**src/rtl/instr_fetch_pkg.sv**
```systemverilog
// Shared definitions for the instruction fetch unit.
//   XLEN       - address / PC width
//   INSTR_W    - instruction word width
//   PC_STEP    - sequential fetch increment
//   fqEntry_t  - fetch-queue entry {pc, instr}
package instr_fetch_pkg;
    localparam int XLEN    = 64;
    localparam int INSTR_W = 32;
    localparam logic [XLEN-1:0] PC_STEP = 64'd4;

    typedef struct packed {
        logic [XLEN-1:0]    pc;
        logic [INSTR_W-1:0] instr;
    } fqEntry_t;
endpackage

```
**src/rtl/fetch_queue.sv**
```systemverilog
// fetch_queue: small synchronous FIFO with flush.
// Ports:
//   Clk, Rst_n         clock, async active-low reset
//   Flush              empties the FIFO (dominates push/pop)
//   Push, PushData     write side (ignored when full)
//   Pop, PopData       read side; PopData is the head entry (ignored when empty)
//   Empty, Count       status
module fetch_queue #(
    parameter int DEPTH = 2,
    parameter int W     = 32,
    localparam int PTR_W = (DEPTH > 1) ? $clog2(DEPTH) : 1,
    localparam int CNT_W = $clog2(DEPTH + 1)
) (
    input  logic             Clk,
    input  logic             Rst_n,
    input  logic             Flush,
    input  logic             Push,
    input  logic [W-1:0]     PushData,
    input  logic             Pop,
    output logic [W-1:0]     PopData,
    output logic             Empty,
    output logic [CNT_W-1:0] Count
);
    logic [W-1:0]     mem [DEPTH];
    logic [PTR_W-1:0] rdPtr, wrPtr;
    logic [CNT_W-1:0] cnt;
    logic             full, doPush, doPop;

    // Pointers wrap explicitly so non-power-of-two depths work.
    function automatic logic [PTR_W-1:0] nextPtr(input logic [PTR_W-1:0] p);
        return (p == PTR_W'(DEPTH - 1)) ? '0 : p + PTR_W'(1);
    endfunction

    assign Empty   = (cnt == '0);
    assign Count   = cnt;
    assign full    = (cnt == CNT_W'(DEPTH));
    assign doPush  = Push & ~full & ~Flush;
    assign doPop   = Pop & ~Empty & ~Flush;
    assign PopData = mem[rdPtr];

    always_ff @(posedge Clk or negedge Rst_n) begin
        if (!Rst_n) begin
            rdPtr <= '0;
            wrPtr <= '0;
            cnt   <= '0;
        end else if (Flush) begin
            rdPtr <= '0;
            wrPtr <= '0;
            cnt   <= '0;
        end else begin
            if (doPush) wrPtr <= nextPtr(wrPtr);
            if (doPop)  rdPtr <= nextPtr(rdPtr);
            case ({doPush, doPop})
                2'b10:   cnt <= cnt + CNT_W'(1);
                2'b01:   cnt <= cnt - CNT_W'(1);
                default: cnt <= cnt;
            endcase
        end
    end

    // Storage needs no reset; validity is tracked by cnt.
    always_ff @(posedge Clk) begin
        if (doPush) mem[wrPtr] <= PushData;
    end
endmodule

```
**src/rtl/instr_fetch.sv**
```systemverilog
// instr_fetch: credit-limited instruction fetch front end.
// Issues sequential fetches to instruction memory, tags each request with its
// PC, queues returning words for decode, and discards stale responses after a
// redirect.
// Ports:
//   Clk, Rst_n                      clock, async active-low reset
//   Redirect, RedirectPC            taken-branch/jump pulse and target
//   ImemReqValid/Ready/Addr         fetch request channel
//   ImemRspValid/Data               in-order response channel, no backpressure
//   DecValid/Ready, DecInstr/DecPC  decode channel (fetch-queue head)
//   StallCount                      decode-starved cycles, only when the
//                                   IF_STALL_COUNT_EN macro is defined
module instr_fetch import instr_fetch_pkg::*; #(
    parameter logic [XLEN-1:0] RESET_VECTOR = 64'h0,
    parameter int              FQ_DEPTH     = 2
) (
    input  logic               Clk,
    input  logic               Rst_n,
    input  logic               Redirect,
    input  logic [XLEN-1:0]    RedirectPC,
    output logic               ImemReqValid,
    input  logic               ImemReqReady,
    output logic [XLEN-1:0]    ImemReqAddr,
    input  logic               ImemRspValid,
    input  logic [INSTR_W-1:0] ImemRspData,
    output logic               DecValid,
    input  logic               DecReady,
    output logic [INSTR_W-1:0] DecInstr,
    output logic [XLEN-1:0]    DecPC
`ifdef IF_STALL_COUNT_EN
   ,output logic [31:0]        StallCount
`endif
);
    localparam int CNT_W = $clog2(FQ_DEPTH + 1);
    localparam logic [XLEN-1:0] ALIGN_MASK = ~64'h3;

    logic [XLEN-1:0]  fetchPC, redirTgt, tagPC;
    logic [CNT_W-1:0] dropCount, tagCount, fqCount;
    logic [CNT_W:0]   inflightNow, occupancy;
    logic             tagEmpty, fqEmpty;
    logic             reqHs, rspFire, dropping, rspAccept, decPop;
    logic [$bits(fqEntry_t)-1:0] fqPopData;
    fqEntry_t         fqIn, fqHead;

    assign redirTgt = RedirectPC & ALIGN_MASK;

    // In-flight requests = ones awaiting a tag pop plus ones marked for drop.
    assign inflightNow = {1'b0, dropCount} + {1'b0, tagCount};
    assign occupancy   = inflightNow + {1'b0, fqCount};

    // Gated by Rst_n so the request is quiet during reset yet can fire on the
    // first edge after release.
    assign ImemReqValid = Rst_n & ~Redirect & (occupancy < (CNT_W+1)'(FQ_DEPTH));
    assign ImemReqAddr  = fetchPC;
    assign reqHs        = ImemReqValid & ImemReqReady;

    // A response with nothing in flight is a protocol error and is ignored.
    assign rspFire   = ImemRspValid & (inflightNow != '0);
    assign dropping  = (dropCount != '0);
    assign rspAccept = rspFire & ~dropping & ~Redirect;
    assign decPop    = DecValid & DecReady & ~Redirect;

    always_ff @(posedge Clk or negedge Rst_n) begin
        if (!Rst_n) begin
            fetchPC   <= RESET_VECTOR & ALIGN_MASK;
            dropCount <= '0;
        end else begin
            if (Redirect)   fetchPC <= redirTgt;
            else if (reqHs) fetchPC <= fetchPC + PC_STEP;

            // Everything still outstanding after this cycle's response is stale.
            if (Redirect)
                dropCount <= CNT_W'(inflightNow - (CNT_W+1)'(rspFire));
            else if (rspFire & dropping)
                dropCount <= dropCount - CNT_W'(1);
        end
    end

    // PC tags for undropped in-flight requests; flushed on redirect because
    // every such request becomes a drop.
    fetch_queue #(.DEPTH(FQ_DEPTH), .W(XLEN)) u_tagFifo (
        .Clk      (Clk),
        .Rst_n    (Rst_n),
        .Flush    (Redirect),
        .Push     (reqHs),
        .PushData (fetchPC),
        .Pop      (rspAccept),
        .PopData  (tagPC),
        .Empty    (tagEmpty),
        .Count    (tagCount)
    );

    assign fqIn = '{pc: tagPC, instr: ImemRspData};

    fetch_queue #(.DEPTH(FQ_DEPTH), .W($bits(fqEntry_t))) u_fetchQueue (
        .Clk      (Clk),
        .Rst_n    (Rst_n),
        .Flush    (Redirect),
        .Push     (rspAccept),
        .PushData (fqIn),
        .Pop      (decPop),
        .PopData  (fqPopData),
        .Empty    (fqEmpty),
        .Count    (fqCount)
    );

    assign fqHead   = fqPopData;
    assign DecValid = ~fqEmpty;
    assign DecInstr = fqHead.instr;
    assign DecPC    = fqHead.pc;

`ifdef IF_STALL_COUNT_EN
    always_ff @(posedge Clk or negedge Rst_n) begin
        if (!Rst_n)
            StallCount <= '0;
        else if (!DecValid && (StallCount != '1))
            StallCount <= StallCount + 32'd1;
    end
`endif
endmodule

```
**config.mk**
```make
export PLATFORM = sky130hd
export DESIGN_NAME = instr_fetch
export DESIGN_NICKNAME = d
export VERILOG_FILES = /design/src/rtl/instr_fetch_pkg.sv /design/src/rtl/fetch_queue.sv /design/src/rtl/instr_fetch.sv
export SDC_FILE = /design/constraint.sdc
export NUM_CORES = 1
export LEC_CHECK = 0
export CAP_MARGIN = 20
export CORE_MARGIN = 10
export CORE_UTILIZATION = 55
export DETAILED_ROUTE_END_ITERATION = 8
export PLACE_DENSITY = 0.81
export REMOVE_ABC_BUFFERS = 1
export SLEW_MARGIN = 20
export SYNTH_ARGS = -nofsm -noshare
export SYNTH_HDL_FRONTEND = slang
export SYNTH_SLANG_ARGS = --single-unit
```
**constraint.sdc**
```tcl
create_clock -name Clk -period 22.4 [get_ports Clk]
set_clock_uncertainty 0.1 [all_clocks]
set_input_delay 6.72 -clock Clk [delete_from_list [all_inputs] [get_ports Clk]]
set_output_delay 6.72 -clock Clk [all_outputs]
set_load 0.05 [all_outputs]
```
=== After elaboration in Yosys (flattened, before gate mapping) ===
Memories as Yosys holds them, arrays and structs flattened.
Index checks and enable logic that the tools add are counted.

* Equality and inequality tests: 6
* Reduce and logical (&&, ||, !) cells: 12
* Bitwise gates (word level): 23
* Add/subtract/negate cells: 13
* Order comparisons: 1
* Multiplexer cells: 24

{| class="wikitable"
|+ Operators by type and width
! kind !! count
|-
| $mux 64 || 2
|-
| $add 64x3->64 const B || 1
|-
| $and 1x1->1 || 17
|-
| $mux 1 || 16
|-
| $reduce_bool 2->1 || 7
|-
| $reduce_bool 3->1 || 3
|-
| $eq 2x2->1 const B || 4
|-
| $mux 2 || 4
|-
| $pmux 2 s2 || 2
|-
| $not 1->1 || 6
|-
| $sub 2x1->2 const B || 3
|-
| $add 1x1->1 const B || 4
|-
| $add 2x1->2 const B || 2
|-
| $eq 2x1->1 const B || 2
|-
| $logic_not 2->1 || 2
|-
| $add 2x2->3 || 1
|-
| $add 3x2->3 || 1
|-
| $lt 3x2->1 const B || 1
|-
| $sub 2x1->2 || 1
|}

* Memory bits (writable): 320
* Logic and storage cells: 89
* Memories kept: 2
* Register bits: 74
* Output and inout port bits: 162
* Input port bits: 102

{| class="wikitable"
|+ Memory list
! name !! words !! bits a word !! read ports !! clocked after memory_dff !! write ports !! RTL line !! text
|-
| u_fetchQueue.mem || 2 || 96 || 1 || 0 || 1 || fetch_queue.sv:24 || <nowiki>logic [W-1:0] mem [DEPTH];</nowiki>
|-
| u_tagFifo.mem || 2 || 64 || 1 || 0 || 1 || fetch_queue.sv:24 ||
|}

=== Longest topological paths before layout ===
* Depth in word-level cells: 10
* Mapped depth: 12
* Mapped depth without buffers: 10

=== By module ===
From an unflattened synthesis, not the netlist that was laid out.

* Cells, all modules: 1098
* Area, all modules: 16651.0 sq um

{| class="wikitable"
|+ By module, submodules not included
! module !! area an instance (sq um) !! times used !! cells each
|-
| fetch_queue (u_fetchQueue) || 7264.5 || 1 || 324
|-
| fetch_queue (u_tagFifo) || 4852.2 || 1 || 224
|-
| instr_fetch || 4534.3 || 1 || 550
|}

=== Least setup slack after synthesis ===
No wires, ideal clock.

* Path kind: in2reg
* Start point: in Redirect
* End point: mem u_fetchQueue.mem[0][0] (netlist bit), enable pin
* Arrival: 16.042 ns
* Slack: 5.481 ns
* Buffers on the path: 2
* Setup time: 0.777 ns
* Required time: 21.523 ns
* Stages: 3
* Cell sequence: clkbuf_1 > clkbuf_1 > nor4_1

* Word-level cells in the longest chain between the ends: 6

{| class="wikitable"
|+ Ends and longest elaborated chain
! what !! RTL line !! text
|-
| start: declaration || instr_fetch.sv:19 || <nowiki>input logic Redirect,</nowiki>
|-
| $not 1->1 * || fetch_queue.sv:37, instr_fetch.sv:60 ||
|-
| $and 1x1->1 || instr_fetch.sv:60 || <nowiki>assign rspAccept = rspFire & ~dropping & ~Redirect;</nowiki>
|-
| $and 1x1->1 || fetch_queue.sv:37 || <nowiki>assign doPush = Push & ~full & ~Flush;</nowiki>
|-
| $and 1x1->1 * || fetch_queue.sv:37 ||
|-
| $mux 1 * || fetch_queue.sv:63 || <nowiki>if (doPush) mem[wrPtr] <= PushData;</nowiki>
|-
| $mux 1 (implied by the code) * || fetch_queue.sv:63 ||
|-
| end: declaration || fetch_queue.sv:24 ||
|}

Mark *: on every way between the ends. The rest lies on a longest branch, timed or not.

=== Worst setup path in the final report ===
* Start point: in Rst_n
* End point: out ImemReqValid

* Word-level cells in the longest chain between the ends: 2

{| class="wikitable"
|+ Ends and longest elaborated chain
! what !! RTL line !! text
|-
| start: declaration || instr_fetch.sv:18 || <nowiki>input logic Rst_n,</nowiki>
|-
| $and 1x1->1 (2 in a row) || instr_fetch.sv:53 || <nowiki>assign ImemReqValid = Rst_n & ~Redirect & (occupancy < (CNT_W+1)'(FQ_DEPTH));</nowiki>
|-
| end: declaration || instr_fetch.sv:21 || <nowiki>output logic ImemReqValid,</nowiki>
|}

Every way passes these cells.

==> results.txt <==
----------------------------------------------------
[Yosys]
  Primary flip-flop cell chosen by synthesis mapping ... edfxtp_1
  Post-Synth Adder-Cell Area ... 0.566%
  Share of synthesized flip-flops with an asynchronous set or reset ... 18.8%
  Mean instance size in the synthesized netlist ... 15.0 um2
  Area fraction in and, or, nand and nor cells after synthesis ... 10.4%
  Post-synthesis register bit count ... 384
  Multiplexer share of the synthesized area ... 11.3%
  Xor-xnor portion of the synthesized cell area ... 0.275%
  Number of unique standard cell types used by synthesis ... 56
  Number of enable-type register cells in the synthesized netlist ... ~310
  Mapped cell area ... about 0.016 mm2
  Main combinational cell family by area after synthesis ... multiplexers
  Sequential cell area fraction in the yosys report ... a little over two thirds
  Synthesis Warnings ... 0
  Post-synthesis compound-gate area fraction ... 5.38%
  Mapped Cells ... 1,060

[Clock tree]
  Clk slew on worst S/H paths ... about 60 ps
  Number of buffers inserted for hold repair after clock tree synthesis ... 0
  Root Buffer ... clkbuf_16
  TritonCTS Sinks ... 384
  Count of buffers added by post-CTS timing repair for setup ... 0
  Worst-skew pair later-pin latency ... 520 ps
  Resize count post-CTS ... 0
  Number of CTS-inserted buffers ... 39
  Clock H-tree levels ... 2
  Number of buffers on the longest clock path ... 3
  TritonCTS clock tree ... built

[Placement]
  Dpl cells ... 1,659
  Final Wtd Congestion ... 0.819
  HPWL after detailed placement ... 25,500 um
  IO Port Bufs ... 257

[Final layout]
  Final nets ... 1,424
  Final cell count without fillers ... 1,732
  Layout cell share with drive strength beyond 1 ... 18.0%
  Growth of design area from synthesis to finish ... 26.1%
  Most common library cell in the layout ignoring fill and taps ... edfxtp_1
  Filler Cells Inserted ... roughly 1,900
  Highest-count cells in the layout ignoring fill and taps ... 312 x edfxtp_1, 255 x clkdlybuf4s50_1, 156 x mux2_2

[Min path]
  Path class of the lowest-slack min-delay path ... flop to flop

[Global routing]
  GRT overflow ... 0
  Global-route wire length before repair ... 60,900 um
  Pin count of the biggest net entering global routing ... 80
  Vias in the first global route ... 10,500
  Global router's overall resource usage ... 21.7%
  Antenna violations before repair ... 4

[Floorplan]
  Overall die height ... 190 um
  Number of placement rows ... 62
  Initial core utilization ... 55.6%
  Area of the die ... 0.0362 mm2
  Area of the core region ... 0.0286 mm2
  # IOs ... roughly 260
  Horizontal extent of the die ... 190 um

[Drt]
  Met2 Routed Length ... 19,500 um
  Post-detailed-route via-to-cell ratio ... 5.92
  Metal-1 WL ... 16,400 um
  Uppermost layer routed ... met5
  Iteration-0 DRC Markers ... 889
  Total wire length ... 39,900 um
  Post-detailed-route DRC marker count ... 0
  Wire length per cell ... 23.0 um
  Met3 routed wirelength ... approximately 3100 um
  Total via count after detailed routing ... around 10,000
  DR pass1 iterations ... 5
  Final ANT Viol Nets ... 0

[Setup path]
  Arrival time at the worst endpoint ... 8650 ps
  Ordered cell list for the critical path ... buf_4, nor4b_1, clkdlybuf4s50_1
  Req. time, crit path ... 15,580 ps
  Critical path class ... input pin to output port
  Slowest cell on the critical path ... clkdlybuf4s50_1
  Cell family with the largest share of critical-path delay ... buffers and inverters
  Top fanout value on the critical path ... 74
  Crit path launch type ... input pin
  Worst path max stage delay ... 850 ps
  Worst setup EP type ... output port
  WP buf/inv ... 2

[STA]
  Period utilisation layout ... just under 70%
  Slew margin rel. ... between 30% and 40%
  Slew at the pin closest to its max-slew limit ... between 1000 and 1500 ps
  Maximum clock frequency ... between 60 and 70 MHz
  Worst hold slack across all endpoints ... 457 ps
  Fin Setup TNS ... 0 ps
  Number of setup violations in the final report ... 0
  Time the worst path needs with I/O delays and setup ... about 15,000 ps
  Unrepaired setup endpoints after global routing ... false
  Final hold vios ... 0
  Max-slew violation total from the final report ... 0

[Run]
  Reported max-cap violation count ... 0

[Power and ir drop]
  Total power density per cell area ... between 90 and 100 mW/mm2
  Total leakage power ... 6.84 nW
  Max rail drop VDD ... 86.6 uV

[Run status]
  Result of the run ... completed

----------------------------------------------------
[state kept, by name, summed over array words and instances, names as in the netlist, 2 cells and up]
name	cells
u_tagFifo.mem	124
dropCount	2
u_tagFifo.Count	2
u_fetchQueue.Count	2
u_fetchQueue.mem	188
ImemReqAddr	62
[metal layers]
layer | up-vias | GRT usage (%)
met5 | - | 0
li1 | 4659 | -
met4 | 2 | 5.88
met2 | 439 | 36.2
met3 | 67 | 4.78
met1 | 5088 | 28.2
[final cells by class]
class                      count  area, um2  area share (%)
clock buffer                  55       1080            5.37
clock inverter                14        106           0.530
inverter                      19       71.3           0.355
antenna                        4       10.0          0.0499
timing repair buffer         267       2640            13.2
multi-input combinational    605       4510            22.5
sequential                   384      11200            55.7
tap                          384        480            2.39
[final timing paths]
check                                          startpoint                                end  slack (ps)  cells past startpoint
setup / recovery                                    Rst_n                       ImemReqValid        6930                      3
hold / removal             u_tagFifo.mem[0][34]$_DFFE_PP_  u_fetchQueue.mem[1][66]$_DFFE_PP_         460                      1
setup reg to reg           u_tagFifo.Count[0]$_DFFE_PN0P_      u_tagFifo.mem[0][7]$_DFFE_PP_       17860                     10
hold reg to reg            u_tagFifo.mem[0][34]$_DFFE_PP_  u_fetchQueue.mem[1][66]$_DFFE_PP_         460                      1
max in group asynchronous                           Rst_n     u_fetchQueue.rdPtr$_DFFE_PN0P_       15180                      1
min in group asynchronous                           Rst_n        ImemReqAddr[59]$_DFFE_PN0N_        6280                      1
[stage by stage]
step | cell area (um2) | power, mW | setup WS (ps) | utilization [%]
floorplan | 15700 | 1.16 | 5560 | -
global placement | 18900 | 1.30 | 6860 | 65.9
detailed placement | 18900 | 1.31 | 6870 | 65.9
CTS | 20100 | 1.91 | 6860 | 70.1
global route | 20100 | 1.97 | 6670 | 70.1
finish | 20100 | 1.90 | 6930 | 70.1
[cells in the mapped netlist, types with 12 or more instances]
cell / number / share of area [%]
nand2_1: 70 / 1.7
and2_1: 13 / 0.51
o211ai_1: 22 / 1.0
nor4_1: 12 / 0.47
o311ai_0: 12 / 0.66
dfrtp_1: 72 / 11
edfxtp_1: 312 / 59
nor2_1: 35 / 0.83
mux2_2: 156 / 11
nand4_1: 37 / 1.5
inv_1: 19 / 0.45
clkbuf_1: 40 / 0.94
nand3_1: 67 / 2.1
o21ai_0: 27 / 0.85
a21oi_1: 18 / 0.57
or4_1: 16 / 0.75
[logic make-up (layout without fill, tap and decap cells)]
group                      Yosys count  in the layout
AOI/OAI and AO/OA                  125            125
xor gates and xnor gates             5              5
adders and majority gates            6              6
buffers and inverters               74            355
DFF                                384            384
muxes                              160            160
other                                1              8
and+or+nand+nor                    305            305
[worst reg2reg max path: stages (launching register included)]
cell       delay (ps)
dfrtp_1           450
ha_1              190
inv_1              50
fa_1              560
inv_1              80
fa_1              480
nand4bb_1         420
nor2_4            670
nand2_1           240
nor2_4            120
buf_4             780
[report_power, final]
group          internal, mW  switching [mW]  leakage, nW
Clock                 0.347           0.256        0.577
Sequential            0.840          0.0545         3.71
Combinational         0.143           0.260         2.55
Total                  1.33           0.570         6.84
Power figures use the tool's default switching activity.
==> RTL change 1 (config.mk and constraints unchanged) <==
`INSTR_W`: 32 -> 16.
--- a/src/rtl/instr_fetch_pkg.sv
+++ b/src/rtl/instr_fetch_pkg.sv
@@ -6,5 +6,5 @@
 package instr_fetch_pkg;
     localparam int XLEN    = 64;
-    localparam int INSTR_W = 32;
+    localparam int INSTR_W = 16;
     localparam logic [XLEN-1:0] PC_STEP = 64'd4;
 
Interface: changed (resized DecInstr and ImemRspData); port bits go from 264 to 232. The function was not compared with the original's and may differ.
==> RTL change 1 against the original RTL <==
Setup slack improved by 0.67 ns; non-clock buffer count is 30 lower; first-iteration DRC count fell by 12%; wire length down 7.3%; total power shrank 5.5%; cell area shrank 6.8%; area after synthesis fell by 7.1%; highest routed layer is now met4; sequential cell count down 32.
==> RTL change 1: results (changes against the original RTL) <==
- Total Routing Usage GR: 0.214 (-0.00309)
- First-pass GRT wire length: 56200 um (-7.6%)
- Initial antenna violation count: 1 (-3)
- Reg with most FFs: u_fetchQueue.mem
- GP Congestion: 0.857 (+4.6%)
- Cell count of the worst hold path: 0 (-1)
- Final nets: 1302 (-8.6%)
- Seq/Total Area, Yosys: 0.690 (-0.0116)
- Normalized max-slew margin: 0.338 (+0.0259)
- Vias in the first global route: 9866 (-6.2%)
- P_sw: 0.509 mW (-11%)
- Syn Inst Count: 980 (-7.5%)
- Dpl cells: 1504 (-9.3%)
- VDD IR max: 0.0585 mV (-32%)
- DR vias: 9465 (-7.7%)
- Maximum number of pins on one net before global-route repair: 78 (-2.5%)
- Leakage: 6.36 nW (-7.0%)
- CP arrival: 7.99 ns (-0.66 ns)
- Post-synth EDFFs: 280 (-10%)
- Synth top cells by count: edfxtp_1, mux2_2, dfrtp_1
- Final wirelength: 37000 um (-7.3%)
- Starting DRT DRC Count: 786 (-12%)
- FF-to-FF End: u_tagFifo.mem[0][29]$_DFFE_PP_
- R2R setup slack: 17.58 ns (-0.28 ns)
- Yosys cell types: 74 (+32%)
- DP Wirelength: 23800 um (-6.6%)
- Via/cell ratio: 6.01 (+1.5%)
- Min-delay src: ImemReqAddr[63]$_DFFE_PN0N_
- IO Port Bufs: 225 (-12%)
- Area contributors post-synth: edfxtp_1, dfrtp_1, mux2_2
- CTS Buf Count: 37 (-5.1%)
- Crit path from: Redirect
- Async SR Flop Fraction: 0.205 (+0.0170)
- Status: complete, no violations
- Layout cell share with drive strength beyond 1: 0.199 (+0.0193)
[RTL change 1: cell families after synthesis]
family                   share of synthesized area
flip-flops                                   0.690
AND/OR/NAND/NOR                              0.103
multiplexers                                 0.111
AO/OA/AOI/OAI                               0.0544
buffers and inverters                       0.0186
XOR/XNOR                                    0.0166
adder cells (fa/ha/maj)                    0.00609
other                                     0.000253
[RTL change 1: power groups by stage]
| stage | Sequential (mW) | Combinational, mW | Clock, mW |
|---|---|---|---|
| floorplan | 0.851 | 0.181 | 0 |
| global placement | 0.815 | 0.335 | 0 |
| detailed placement | 0.819 | 0.342 | 0 |
| CTS | 0.806 | 0.344 | 0.659 |
| global route | 0.812 | 0.363 | 0.685 |
| finish | 0.806 | 0.343 | 0.648 |
[RTL change 1: worst max-delay path by stage]
stage	to	slack (ns)	cells past startpoint
after detailed placement	ImemReqValid	7.57	3
after floorplan	u_fetchQueue.mem[0][0]$_DFFE_PP_	7.14	2
after CTS	ImemReqValid	7.58	3
after global routing	ImemReqValid	7.52	3
after global placement	ImemReqValid	7.58	3
final	ImemReqValid	7.59	3
[RTL change 1: stage by stage]
step           setup slack (ns)   util  hold slack [ns]  instance area [um^2]  power, mW
6_report                   7.59  0.712            0.417                 18700       1.80
5_1_grt                    7.52  0.712            0.452                 18700       1.86
4_1_cts                    7.58  0.710            0.429                 18700       1.81
3_5_place_dp               7.57  0.661            0.413                 17400       1.16
3_3_place_gp               7.58  0.661            0.406                 17400       1.15
2_1_floorplan              7.14      -            0.373                 14600       1.03
[RTL change 1: cell type report]
cell class | instances | area, um^2
Clock buffer | 53 | 1060
Antenna cell | 1 | 2.50
Timing Repair Buffer | 237 | 2360
Sequential cell | 352 | 10200
Clock inverter | 15 | 239
Inverter | 17 | 63.8
Fill cell | 1723 | 7580
Tap cell | 335 | 419
Multi-Input combinational cell | 565 | 4350
[RTL change 1: metal layers]
| metal | vias to the layer above | GRT usage | part of all wire |
|---|---|---|---|
| met1 | 4750 | 0.276 | 0.42 |
| met3 | 46 | 0.0626 | 0.087 |
| li1 | 4274 | - | - |
| met4 | 0 | 0.0469 | 0.014 |
| met2 | 395 | 0.350 | 0.48 |
| met5 | - | 0 | 0 |
==> RTL change 2 (config.mk and constraints unchanged) <==
Made on the original files. Build with the macro `IF_STALL_COUNT_EN` defined.
--- a/src/rtl/instr_fetch.sv
+++ b/src/rtl/instr_fetch.sv
@@ -11,4 +11,6 @@
 //   StallCount                      decode-starved cycles, only when the
 //                                   IF_STALL_COUNT_EN macro is defined
+`define IF_STALL_COUNT_EN
+
 module instr_fetch import instr_fetch_pkg::*; #(
     parameter logic [XLEN-1:0] RESET_VECTOR = 64'h0,
Behaviour (old outputs only; new: StallCount): same outputs for any inputs over 4 cycles, from zero or initial values and one cycle with Rst_n low; that may be too few to reach the edited logic, so the function may still have changed.
==> RTL change 2 against the original RTL <==
Critical path depth rose by 1; combinational power fell by 11%; setup slack got worse by 0.039 ns; cell area rose by 9.8%; area after synthesis rose by 9.2%; clock power rose by 14%; wire length rose by 11%; sequential cell count rose by 32; sequential share of layout area fell by 1.3 points; total power rose by 4.4%; core utilization rose by 0.091 points; first-iteration DRC count fell by 28%.
==> RTL change 2: results (changes against the original RTL) <==
- Status: complete, no violations
- DP Wirelength: 29700 um (+17%)
- Synth top cells by count: edfxtp_1, mux2_2, nand2_1
- CTS Buf Count: 43 (+10%)
- Fill count: 2072 (+9.3%)
- IO Port Bufs: 289 (+12%)
- Total Routing Usage GR: 0.221 (+0.00461)
- Met2 wire len: 22000 um (+13%)
- Vias in the first global route: 11600 (+9.8%)
- Seq/Total Area, Yosys: 0.688 (-0.0133)
- Initial antenna violation count: 10 (+6)
- Met3 wire length: 3820 um (+22%)
- Final nets: 1587 (+11%)
- Starting DRT DRC Count: 640 (-28%)
- Leakage: 7.77 nW (+14%)
- WL/cell: 23.0 um (-0.14%)
- First-pass GRT wire length: 67300 um (+11%)
- Maximum number of pins on one net before global-route repair: 107 (+34%)
- Yosys cell types: 66 (+18%)
- Crit-path max FO: 53 (-28%)
- GP Congestion: 0.869 (+6.1%)
- Area contributors post-synth: edfxtp_1, dfrtp_1, mux2_2
- Via/cell ratio: 5.85 (-1.1%)
- Async SR Flop Fraction: 0.250 (+0.0625)
- VDD IR max: 0.0858 mV (-0.92%)
[RTL change 2: logic make-up (layout without fill, tap and decap cells)]
| logic type | Yosys count | count (layout) | share of synthesized area |
|---|---|---|---|
| AOI/OAI and AO/OA | 134 | 134 | 0.0524 |
| muxes | 161 | 161 | 0.104 |
| DFF | 416 | 416 | 0.688 |
| xor gates and xnor gates | 41 | 41 | 0.0206 |
| and+or+nand+nor | 355 | 355 | 0.112 |
| buffers and inverters | 71 | 394 | 0.0168 |
| adders and majority gates | 7 | 7 | 0.00590 |
| other | 1 | 8 | 0.000216 |
[RTL change 2: final cells by class]
type / count / share of cell area
diodes: 4 / 0.000454
clock buffers: 54 / 0.0520
clock inverters: 25 / 0.00988
inverters: 17 / 0.00289
multi-input cells: 702 / 0.234
flip-flops and latches: 416 / 0.543
well taps: 402 / 0.0228
repair buffers: 298 / 0.134
[RTL change 2: routing by layer]
layer,vias up,GRT usage
met2,463,0.371
met5,-,0
li1,5104,-
met1,5552,0.265
met3,97,0.0718
met4,12,0.0715
[RTL change 2: path summary, 6_finish.rpt]
check / start / end / slack [ns] / depth (start not counted)
hold reg to reg: StallCount[31]$_DFFE_PN0P_ / StallCount[31]$_DFFE_PN0P_ / 0.40 / 1
min in group asynchronous: Rst_n / StallCount[19]$_DFFE_PN0P_ / 6.13 / 1
hold / removal: StallCount[31]$_DFFE_PN0P_ / StallCount[31]$_DFFE_PN0P_ / 0.40 / 1
max in group asynchronous: Rst_n / u_fetchQueue.rdPtr$_DFFE_PN0P_ / 14.72 / 2
setup / recovery: Rst_n / ImemReqValid / 6.89 / 4
setup reg to reg: u_tagFifo.Count[0]$_DFFE_PN0P_ / ImemReqAddr[32]$_DFFE_PN0N_ / 17.90 / 12
[RTL change 2: report_power, final]
part / switching, mW / internal (mW) / total, mW
Combinational: 0.232 / 0.128 / 0.360
Clock: 0.289 / 0.399 / 0.688
Sequential: 0.0516 / 0.886 / 0.937
[RTL change 2: worst max-delay path: cells and delay by family]
kind | cells | cell delay (ns)
buffers and inverters | 2 | 1.38
AND/OR/NAND/NOR | 2 | 0.56
[RTL change 2: through the flow]
step                      hold WS (ns)  power, mW  cells  area, um^2
after floorplan                  0.419       1.17   1135       17200
after detailed placement         0.386       1.31   1835       20700
after global routing             0.423       2.06   1915       22000
final                            0.401       1.99   1918       22000
after global placement           0.382       1.30   1835       20700
after CTS                        0.401       2.00   1914       22000
